File: src/rtl/branch_fetch_control_if.sv
// Control bundle between the fetch/branch sequencer and the datapath.
// master = sequencer (drives controls), slave = datapath side.
interface branch_fetch_control_if;
  logic        run_en;
  logic [31:0] IR_Data;
  logic        CON_out;

  logic PC_out, MAR_in, IncPC, Read, MDR_in, MDR_out, IR_in;
  logic Gra, Grb, Grc, Rin, Rout, BAout;
  logic Y_in, Z_in, Zlow_out, C_out, PC_in;
  logic [4:0] alu_instruction_bits;
  logic instr_done, branch_taken, halted, illegal;

  modport master (
    input  run_en, IR_Data, CON_out,
    output PC_out, MAR_in, IncPC, Read, MDR_in, MDR_out, IR_in,
           Gra, Grb, Grc, Rin, Rout, BAout,
           Y_in, Z_in, Zlow_out, C_out, PC_in, alu_instruction_bits,
           instr_done, branch_taken, halted, illegal
  );

  modport slave (
    output run_en, IR_Data, CON_out,
    input  PC_out, MAR_in, IncPC, Read, MDR_in, MDR_out, IR_in,
           Gra, Grb, Grc, Rin, Rout, BAout,
           Y_in, Z_in, Zlow_out, C_out, PC_in, alu_instruction_bits,
           instr_done, branch_taken, halted, illegal
  );
endinterface

File: src/rtl/branch_fetch_control.sv
// Hardwired fetch + program-flow sequencer (br/jr/nop/halt) driving datapath controls.
// Fetch takes 2+MEM_LAT cycles; br adds 4, jr/nop/halt add 1; run_en only sampled at instruction boundaries.
module branch_fetch_control #(
  parameter int       MEM_LAT = 1,
  parameter bit [4:0] ALU_ADD = 5'b00011,
  parameter bit [4:0] OP_BR   = 5'b10010,
  parameter bit [4:0] OP_JR   = 5'b10100,
  parameter bit [4:0] OP_NOP  = 5'b11010,
  parameter bit [4:0] OP_HALT = 5'b11011
) (
  input  logic                          clk,
  input  logic                          clr,
  branch_fetch_control_if.master        ctl
);

  typedef enum logic [3:0] {
    IDLE, T0, T1, T2, T3, T4, T5, T6, HALT
  } state_t;

  localparam logic [3:0] LAT_LAST = 4'(MEM_LAT - 1);

  state_t     state, state_nxt;
  logic [3:0] lat_cnt;
  logic       illegal_q;
  logic [4:0] opcode;
  logic       op_legal;
  logic       unused_ir;

  assign opcode    = ctl.IR_Data[31:27];
  assign unused_ir = ^ctl.IR_Data[26:0];
  assign op_legal  = (opcode == OP_BR) || (opcode == OP_JR) ||
                     (opcode == OP_NOP) || (opcode == OP_HALT);

  always_ff @(posedge clk) begin
    if (clr) state <= IDLE;
    else     state <= state_nxt;
  end

  always_comb begin
    state_nxt = state;
    case (state)
      IDLE: if (ctl.run_en) state_nxt = T0;
      T0:   state_nxt = T1;
      T1:   if (lat_cnt == LAT_LAST) state_nxt = T2;
      T2:   state_nxt = T3;
      T3: begin
        if (opcode == OP_BR)        state_nxt = T4;
        else if (opcode == OP_HALT) state_nxt = HALT;
        else                        state_nxt = ctl.run_en ? T0 : IDLE;
      end
      T4:   state_nxt = T5;
      T5:   state_nxt = T6;
      T6:   state_nxt = ctl.run_en ? T0 : IDLE;
      HALT: state_nxt = HALT;
      default: state_nxt = IDLE;
    endcase
  end

  // Counter only advances while staying in T1, so it is zero on every entry.
  always_ff @(posedge clk) begin
    if (clr)                                  lat_cnt <= 4'd0;
    else if (state == T1 && state_nxt == T1)  lat_cnt <= lat_cnt + 4'd1;
    else                                      lat_cnt <= 4'd0;
  end

  always_ff @(posedge clk) begin
    if (clr)                           illegal_q <= 1'b0;
    else if (state == T3 && !op_legal) illegal_q <= 1'b1;
  end

  assign ctl.illegal = illegal_q;

  always_comb begin
    ctl.PC_out = 1'b0; ctl.MAR_in = 1'b0; ctl.IncPC = 1'b0; ctl.Read = 1'b0;
    ctl.MDR_in = 1'b0; ctl.MDR_out = 1'b0; ctl.IR_in = 1'b0;
    ctl.Gra = 1'b0; ctl.Grb = 1'b0; ctl.Grc = 1'b0; ctl.Rin = 1'b0;
    ctl.Rout = 1'b0; ctl.BAout = 1'b0;
    ctl.Y_in = 1'b0; ctl.Z_in = 1'b0; ctl.Zlow_out = 1'b0; ctl.C_out = 1'b0;
    ctl.PC_in = 1'b0;
    ctl.alu_instruction_bits = 5'd0;
    ctl.instr_done = 1'b0; ctl.branch_taken = 1'b0; ctl.halted = 1'b0;
    case (state)
      T0: begin ctl.PC_out = 1'b1; ctl.MAR_in = 1'b1; ctl.IncPC = 1'b1; end
      T1: begin ctl.Read = 1'b1; ctl.MDR_in = 1'b1; end
      T2: begin ctl.MDR_out = 1'b1; ctl.IR_in = 1'b1; end
      T3: begin
        // br reads its register here so the CON flip-flop loads at the end of T3.
        if (opcode == OP_BR || opcode == OP_JR) begin
          ctl.Gra  = 1'b1;
          ctl.Rout = 1'b1;
        end
        ctl.PC_in      = (opcode == OP_JR);
        ctl.instr_done = (opcode != OP_BR);
      end
      T4: begin ctl.PC_out = 1'b1; ctl.Y_in = 1'b1; end
      T5: begin ctl.C_out = 1'b1; ctl.Z_in = 1'b1; ctl.alu_instruction_bits = ALU_ADD; end
      T6: begin
        ctl.Zlow_out     = 1'b1;
        ctl.instr_done   = 1'b1;
        ctl.PC_in        = ctl.CON_out;
        ctl.branch_taken = ctl.CON_out;
      end
      HALT: ctl.halted = 1'b1;
      default: ;
    endcase
  end

endmodule

File: src/flat_wrapper.sv
// flat-port wrapper written by rule: the top's interface ports become plain ports
module branch_fetch_control_flat 
#(
  parameter int       MEM_LAT = 1,
  parameter bit [4:0] ALU_ADD = 5'b00011,
  parameter bit [4:0] OP_BR   = 5'b10010,
  parameter bit [4:0] OP_JR   = 5'b10100,
  parameter bit [4:0] OP_NOP  = 5'b11010,
  parameter bit [4:0] OP_HALT = 5'b11011
)
  (clk, clr, ctl_run_en, ctl_IR_Data, ctl_CON_out, ctl_PC_out, ctl_MAR_in, ctl_IncPC, ctl_Read, ctl_MDR_in, ctl_MDR_out, ctl_IR_in, ctl_Gra, ctl_Grb, ctl_Grc, ctl_Rin, ctl_Rout, ctl_BAout, ctl_Y_in, ctl_Z_in, ctl_Zlow_out, ctl_C_out, ctl_PC_in, ctl_alu_instruction_bits, ctl_instr_done, ctl_branch_taken, ctl_halted, ctl_illegal);
  branch_fetch_control_if ctl_i ();
  input  logic clk;
  input  logic clr;
  input wire logic [$bits(ctl_i.run_en)-1:0] ctl_run_en;
  input wire logic [$bits(ctl_i.IR_Data)-1:0] ctl_IR_Data;
  input wire logic [$bits(ctl_i.CON_out)-1:0] ctl_CON_out;
  output wire logic [$bits(ctl_i.PC_out)-1:0] ctl_PC_out;
  output wire logic [$bits(ctl_i.MAR_in)-1:0] ctl_MAR_in;
  output wire logic [$bits(ctl_i.IncPC)-1:0] ctl_IncPC;
  output wire logic [$bits(ctl_i.Read)-1:0] ctl_Read;
  output wire logic [$bits(ctl_i.MDR_in)-1:0] ctl_MDR_in;
  output wire logic [$bits(ctl_i.MDR_out)-1:0] ctl_MDR_out;
  output wire logic [$bits(ctl_i.IR_in)-1:0] ctl_IR_in;
  output wire logic [$bits(ctl_i.Gra)-1:0] ctl_Gra;
  output wire logic [$bits(ctl_i.Grb)-1:0] ctl_Grb;
  output wire logic [$bits(ctl_i.Grc)-1:0] ctl_Grc;
  output wire logic [$bits(ctl_i.Rin)-1:0] ctl_Rin;
  output wire logic [$bits(ctl_i.Rout)-1:0] ctl_Rout;
  output wire logic [$bits(ctl_i.BAout)-1:0] ctl_BAout;
  output wire logic [$bits(ctl_i.Y_in)-1:0] ctl_Y_in;
  output wire logic [$bits(ctl_i.Z_in)-1:0] ctl_Z_in;
  output wire logic [$bits(ctl_i.Zlow_out)-1:0] ctl_Zlow_out;
  output wire logic [$bits(ctl_i.C_out)-1:0] ctl_C_out;
  output wire logic [$bits(ctl_i.PC_in)-1:0] ctl_PC_in;
  output wire logic [$bits(ctl_i.alu_instruction_bits)-1:0] ctl_alu_instruction_bits;
  output wire logic [$bits(ctl_i.instr_done)-1:0] ctl_instr_done;
  output wire logic [$bits(ctl_i.branch_taken)-1:0] ctl_branch_taken;
  output wire logic [$bits(ctl_i.halted)-1:0] ctl_halted;
  output wire logic [$bits(ctl_i.illegal)-1:0] ctl_illegal;
  assign ctl_i.run_en = ctl_run_en;
  assign ctl_i.IR_Data = ctl_IR_Data;
  assign ctl_i.CON_out = ctl_CON_out;
  assign ctl_PC_out = ctl_i.PC_out;
  assign ctl_MAR_in = ctl_i.MAR_in;
  assign ctl_IncPC = ctl_i.IncPC;
  assign ctl_Read = ctl_i.Read;
  assign ctl_MDR_in = ctl_i.MDR_in;
  assign ctl_MDR_out = ctl_i.MDR_out;
  assign ctl_IR_in = ctl_i.IR_in;
  assign ctl_Gra = ctl_i.Gra;
  assign ctl_Grb = ctl_i.Grb;
  assign ctl_Grc = ctl_i.Grc;
  assign ctl_Rin = ctl_i.Rin;
  assign ctl_Rout = ctl_i.Rout;
  assign ctl_BAout = ctl_i.BAout;
  assign ctl_Y_in = ctl_i.Y_in;
  assign ctl_Z_in = ctl_i.Z_in;
  assign ctl_Zlow_out = ctl_i.Zlow_out;
  assign ctl_C_out = ctl_i.C_out;
  assign ctl_PC_in = ctl_i.PC_in;
  assign ctl_alu_instruction_bits = ctl_i.alu_instruction_bits;
  assign ctl_instr_done = ctl_i.instr_done;
  assign ctl_branch_taken = ctl_i.branch_taken;
  assign ctl_halted = ctl_i.halted;
  assign ctl_illegal = ctl_i.illegal;
  branch_fetch_control #(.MEM_LAT(MEM_LAT), .ALU_ADD(ALU_ADD), .OP_BR(OP_BR), .OP_JR(OP_JR), .OP_NOP(OP_NOP), .OP_HALT(OP_HALT)) u_core (.clk(clk), .clr(clr), .ctl(ctl_i));
endmodule
File: config.mk
export PLATFORM = sky130hd
export DESIGN_NAME = branch_fetch_control_flat
export DESIGN_NICKNAME = d
export VERILOG_FILES = /design/src/rtl/branch_fetch_control_if.sv /design/src/rtl/branch_fetch_control.sv /design/src/flat_wrapper.sv
export SDC_FILE = /design/constraint.sdc
export NUM_CORES = 1
export LEC_CHECK = 0
export ABC_CLOCK_PERIOD_IN_PS = 1800
export BUFFER_PORTS_ARGS = -buffer_cell sky130_fd_sc_hd__buf_2
export CAP_MARGIN = 10
export CORE_ASPECT_RATIO = 1.5
export CORE_UTILIZATION = 25
export CTS_CLUSTER_DIAMETER = 80
export DETAILED_ROUTE_END_ITERATION = 6
export SLEW_MARGIN = 20
export SYNTH_ARGS = -nofsm -noshare
export SYNTH_HDL_FRONTEND = slang
export SYNTH_SLANG_ARGS = --single-unit
File: constraint.sdc
create_clock -name clk -period 1.8 [get_ports clk]
set_input_delay 0.09 -clock clk [delete_from_list [all_inputs] [get_ports clk]]
set_output_delay 0.09 -clock clk [all_outputs]
set_load 0.05 [all_outputs]
Yosys cells after proc, flatten, opt, wreduce, memory -nomap -nowiden
Cells that the tools add are included.
Widths: inputs -> output; s select.
{ "classes": {"magnitude_cmp": 0, "n_div": 0, "n_eq_ne": 14, "bitwise_logic": 1, "n_reduce_logical": 10, "add_sub_neg": 1, "multipliers": 0, "shifts": 0, "muxes": 20} }
{ "ops": {"columns": ["cell", "n"], "rows": [
  ["$pmux 4 s9", 1],
  ["$eq 5x5->1 const B", 4],
  ["$eq 4x3->1 const B", 4],
  ["$mux 4", 4],
  ["$eq 4x2->1 const B", 3],
  ["$mux 1", 12],
  ["$logic_not 4->1", 2],
  ["$ne 5x5->1 const B", 1],
  ["$add 4x1->4 const B", 1],
  ["$eq 4x1->1 const B", 1],
  ["$eq 4x4->1 const B", 1],
  ["$pmux 1 s2", 2],
  ["$reduce_or 2->1", 2],
  ["$logic_or 1x1->1", 3],
  ["$logic_and 1x1->1", 2],
  ["$mux 2", 1],
  ["$logic_not 1->1", 1],
  ["$not 1->1", 1]
]} }
{ "totals": {"out_inout_bits": 27, "latchBits": 0, "mem_bits_ro": 0, "ram_bits": 0, "elab_cells": 49, "n_memories": 0, "regBits": 9} }

Longest topological paths before layout
{ "depth": {"depth_word": 8, "depth_mapped": 5, "ltp_nobuf": 5} }

Worst setup path after synthesis
Ideal clock, no wire load.
{ "synth_timing": {"kind": "flip-flop to output port", "startpoint": "reg u_core.state[0]", "endpoint": "out ctl_MAR_in", "arrival_time_ns": 2.151, "path_buffers": 2, "required_ns": 1.710, "slack_ns": -0.441, "stages_incl_launch_ff": 5, "cell_sequence": "dfxtp_1 buf_2 nand2b_1 nor3_1 buf_4"} }
{ "synth_via": {"elab_chain_cells": 2} }
{ "synth_lines": {"columns": ["element", "line_no", "rtl"], "rows": [
  ["from (decl)", "branch_fetch_control.sv:22", "state_t state, state_nxt;"],
  ["from (signal assigned)", "branch_fetch_control.sv:36", "else state <= state_nxt;"],
  ["$eq 4x1->1", null, null],
  ["$mux 1", null, null],
  ["to (decl)", "flat_wrapper.sv:19", "output wire logic [$bits(ctl_i.MAR_in)-1:0] ctl_MAR_in;"]
]} }
Every way passes these cells.

Final worst setup path
{ "layout_timing": {"startpoint": "reg u_core.state[0]", "endpoint": "out ctl_PC_in"} }
{ "layout_via": {"elab_chain_cells": 2} }
{ "layout_lines": {"columns": ["element", "line_no", "rtl"], "rows": [
  ["$eq 4x3->1", "branch_fetch_control.sv:82", "case (state)"],
  ["$pmux 1 s2 (*)", "branch_fetch_control.sv:82", null],
  ["to (decl)", "flat_wrapper.sv:35", "output wire logic [$bits(ctl_i.PC_in)-1:0] ctl_PC_in;"]
]} }
Every way passes the cells marked *; elsewhere a longest branch is shown, timed or not.

==> metrics <==
routability cong.=0.769; vias in the first global route=572; hold-fix buffers at CTS=0; Post-route DRC=0; Ports=63; post-synth cell types=35; register area=181 um^2; DR pass1 iterations=3; Peak VDD IR=0.348 mV; outcome=finished clean; Core Area=2710 um^2; Setup crit start kind=register; total power=656 uW; final hold viol count=0; layout cells sized above 1=0.450; Max Slew Vio Count=0; critical path arrival=1.62 ns; Rows=23; postcts setup bufs=0; syn_area_per_cell=8.34 um^2; Worst setup EP type=output port; area of the multi-input gates=464 um^2; CTS tree=done; # port buffers=28; initial antenna violation count=0; Power per Cell Area=712 nW/um^2; grt ovf=0; fin nets=150; Seq/Total Area, Yosys=0.248; Synth Instances=87; Worst Path Max Fanout=8; pin count of the biggest net entering global routing=13; hold depth=2; Starting Density=0.268; Final setup viols=0; crit path kind=register to output port; Die Span Y=68.0 um; Horiz. Die Dim=46.0 um; Util after Layout=0.341; Cell Area, Synth=726 um^2; Ant. Diodes=0; routed length per instance=10.4 um; first-pass GRT wire length=2370 um; DP Wirelength=1270 um; Sink Count=9; die area=3130 um^2; clk_skew=0.00139 ns; RSZ-0062 raised after global routing=no; CTS buffer count=3; worst skew pair latency=0.23 ns; commonest non-fill, non-tap cell in the layout=buf_2; most frequent cells in the layout=buf_2, dfxtp_1, conb_1; register bit total from synthesis=9; Clock Tree Buf Depth=2; fmax=0.586 GHz; clk slew on worst S/H paths=0.04 ns; vias=640; Register-to-Register Path Depth=4; Hold Crit Class=primary input to register; total negative slack=0 ns; area delta synth->final=27.1%; Max Cap Violations=0; CTS root buf=clkbuf_8; vias per inst=4.32; R2R Setup Slk=0.30 ns; final worst-path cycle share=0.948; leakage power=0.000419 uW; WL final=1550 um; Fin Hold WS=0.116 ns; Fill cells=307; Routed Antenna Nets=0; Final Critical Period=1.71 ns; Required @ worst endpoint=1.71 ns; iteration-0 DRC count of the detailed router=11; H-tree levels=1; Syn. warnings=0; Total GRT Usage=0.106
## power by group
part | total, uW | switching [uW] | internal [uW]
Clock | 232 | 77.7 | 154
Combinational | 196 | 146 | 50.3
Sequential | 228 | 20.7 | 208
## cells by family after synthesis
| kind of cell | Yosys count | share of synthesized area |
|---|---|---|
| AO/OA/AOI/OAI | 13 | 0.133 |
| adder cells (fa/ha/maj) | 2 | 0.0345 |
| buffers and inverters | 22 | 0.205 |
| XOR/XNOR | 2 | 0.0241 |
| AND/OR/NAND/NOR | 38 | 0.350 |
| flip-flops | 9 | 0.248 |
| other | 1 | 0.00517 |
## per-layer routing
| metal | up-vias | track usage | share of wire |
|---|---|---|---|
| li1 | 331 | - | - |
| met1 | 287 | 0.105 | 0.39 |
| met2 | 17 | 0.194 | 0.54 |
| met3 | 5 | 0.0185 | 0.042 |
| met4 | 0 | 0.0662 | 0.023 |
| met5 | - | 0 | 0 |
## state kept, by name, summed over array words and instances, names as in the netlist
| signal | flops |
|---|---|
| u_core.ctl.illegal | 1 |
| u_core.lat_cnt | 4 |
| u_core.state | 4 |
## layout make-up
type                    count  share of cell area
well taps                  37              0.0502
multi-input cells          62               0.503
repair buffers             32               0.185
clock buffers               4              0.0488
flip-flops and latches      9               0.197
inverters                   4              0.0163
## metrics by stage
step	instances	setup slack (ns)	instance area (um^2)
after global routing	148	0.00145	922
final	148	0.0936	922
after floorplan	93	0.0235	785
after CTS	148	0.0694	912
after global placement	144	0.290	867
after detailed placement	144	0.250	867
## final timing paths
path                     startpoint            endpoint
setup / recovery    u_core.state[0]           ctl_PC_in
hold / removal                  clr  u_core.ctl.illegal
setup reg to reg    u_core.state[2]   u_core.lat_cnt[2]
hold reg to reg   u_core.lat_cnt[0]   u_core.lat_cnt[0]
## timing repair
item,4_1_cts,5_1_grt
endpoints found under the setup margin,0,1
gates resized for setup,0,2
endpoints found under the hold margin,0,0
## Yosys cell counts
cell type  instances  share of area
buf_2              2          0.014
nand2b_1           6          0.052
or2b_1             1          0.010
nor4_1             1         0.0086
nor4b_4            1          0.033
buf_6              1          0.016
or4b_2             1          0.014
xnor2_1            1          0.012
dfxtp_1            9           0.25
o31a_2             1          0.014
nor3b_1            4          0.041
buf_4             15           0.16
a22oi_1            1          0.010
and2_1             2          0.017
nor2_1             8          0.041
nor4b_2            1          0.021
nand3b_1           2          0.021
or3b_1             1          0.012
o211ai_1           1          0.010
a21o_1             1          0.010
and4b_2            1          0.016
o2111ai_1          2          0.024
o311ai_0           1          0.012
a21boi_0           1          0.010
nand2b_2           1          0.012
ha_1               2          0.034
inv_1              4          0.021
a211oi_1           1          0.010
a21oi_1            3          0.021
conb_1             1         0.0052
xor2_1             1          0.012
nor3_1             3          0.021
o21bai_1           1          0.010
nand3_1            3          0.021
nand2_1            2          0.010
## worst max-delay path, cell delays in order (launching register included)
cell	delay, ns
dfxtp_1	0.55
and4b_2	0.32
and2_2	0.15
o21bai_2	0.10
buf_2	0.27
Power figures use the tool's default switching activity.
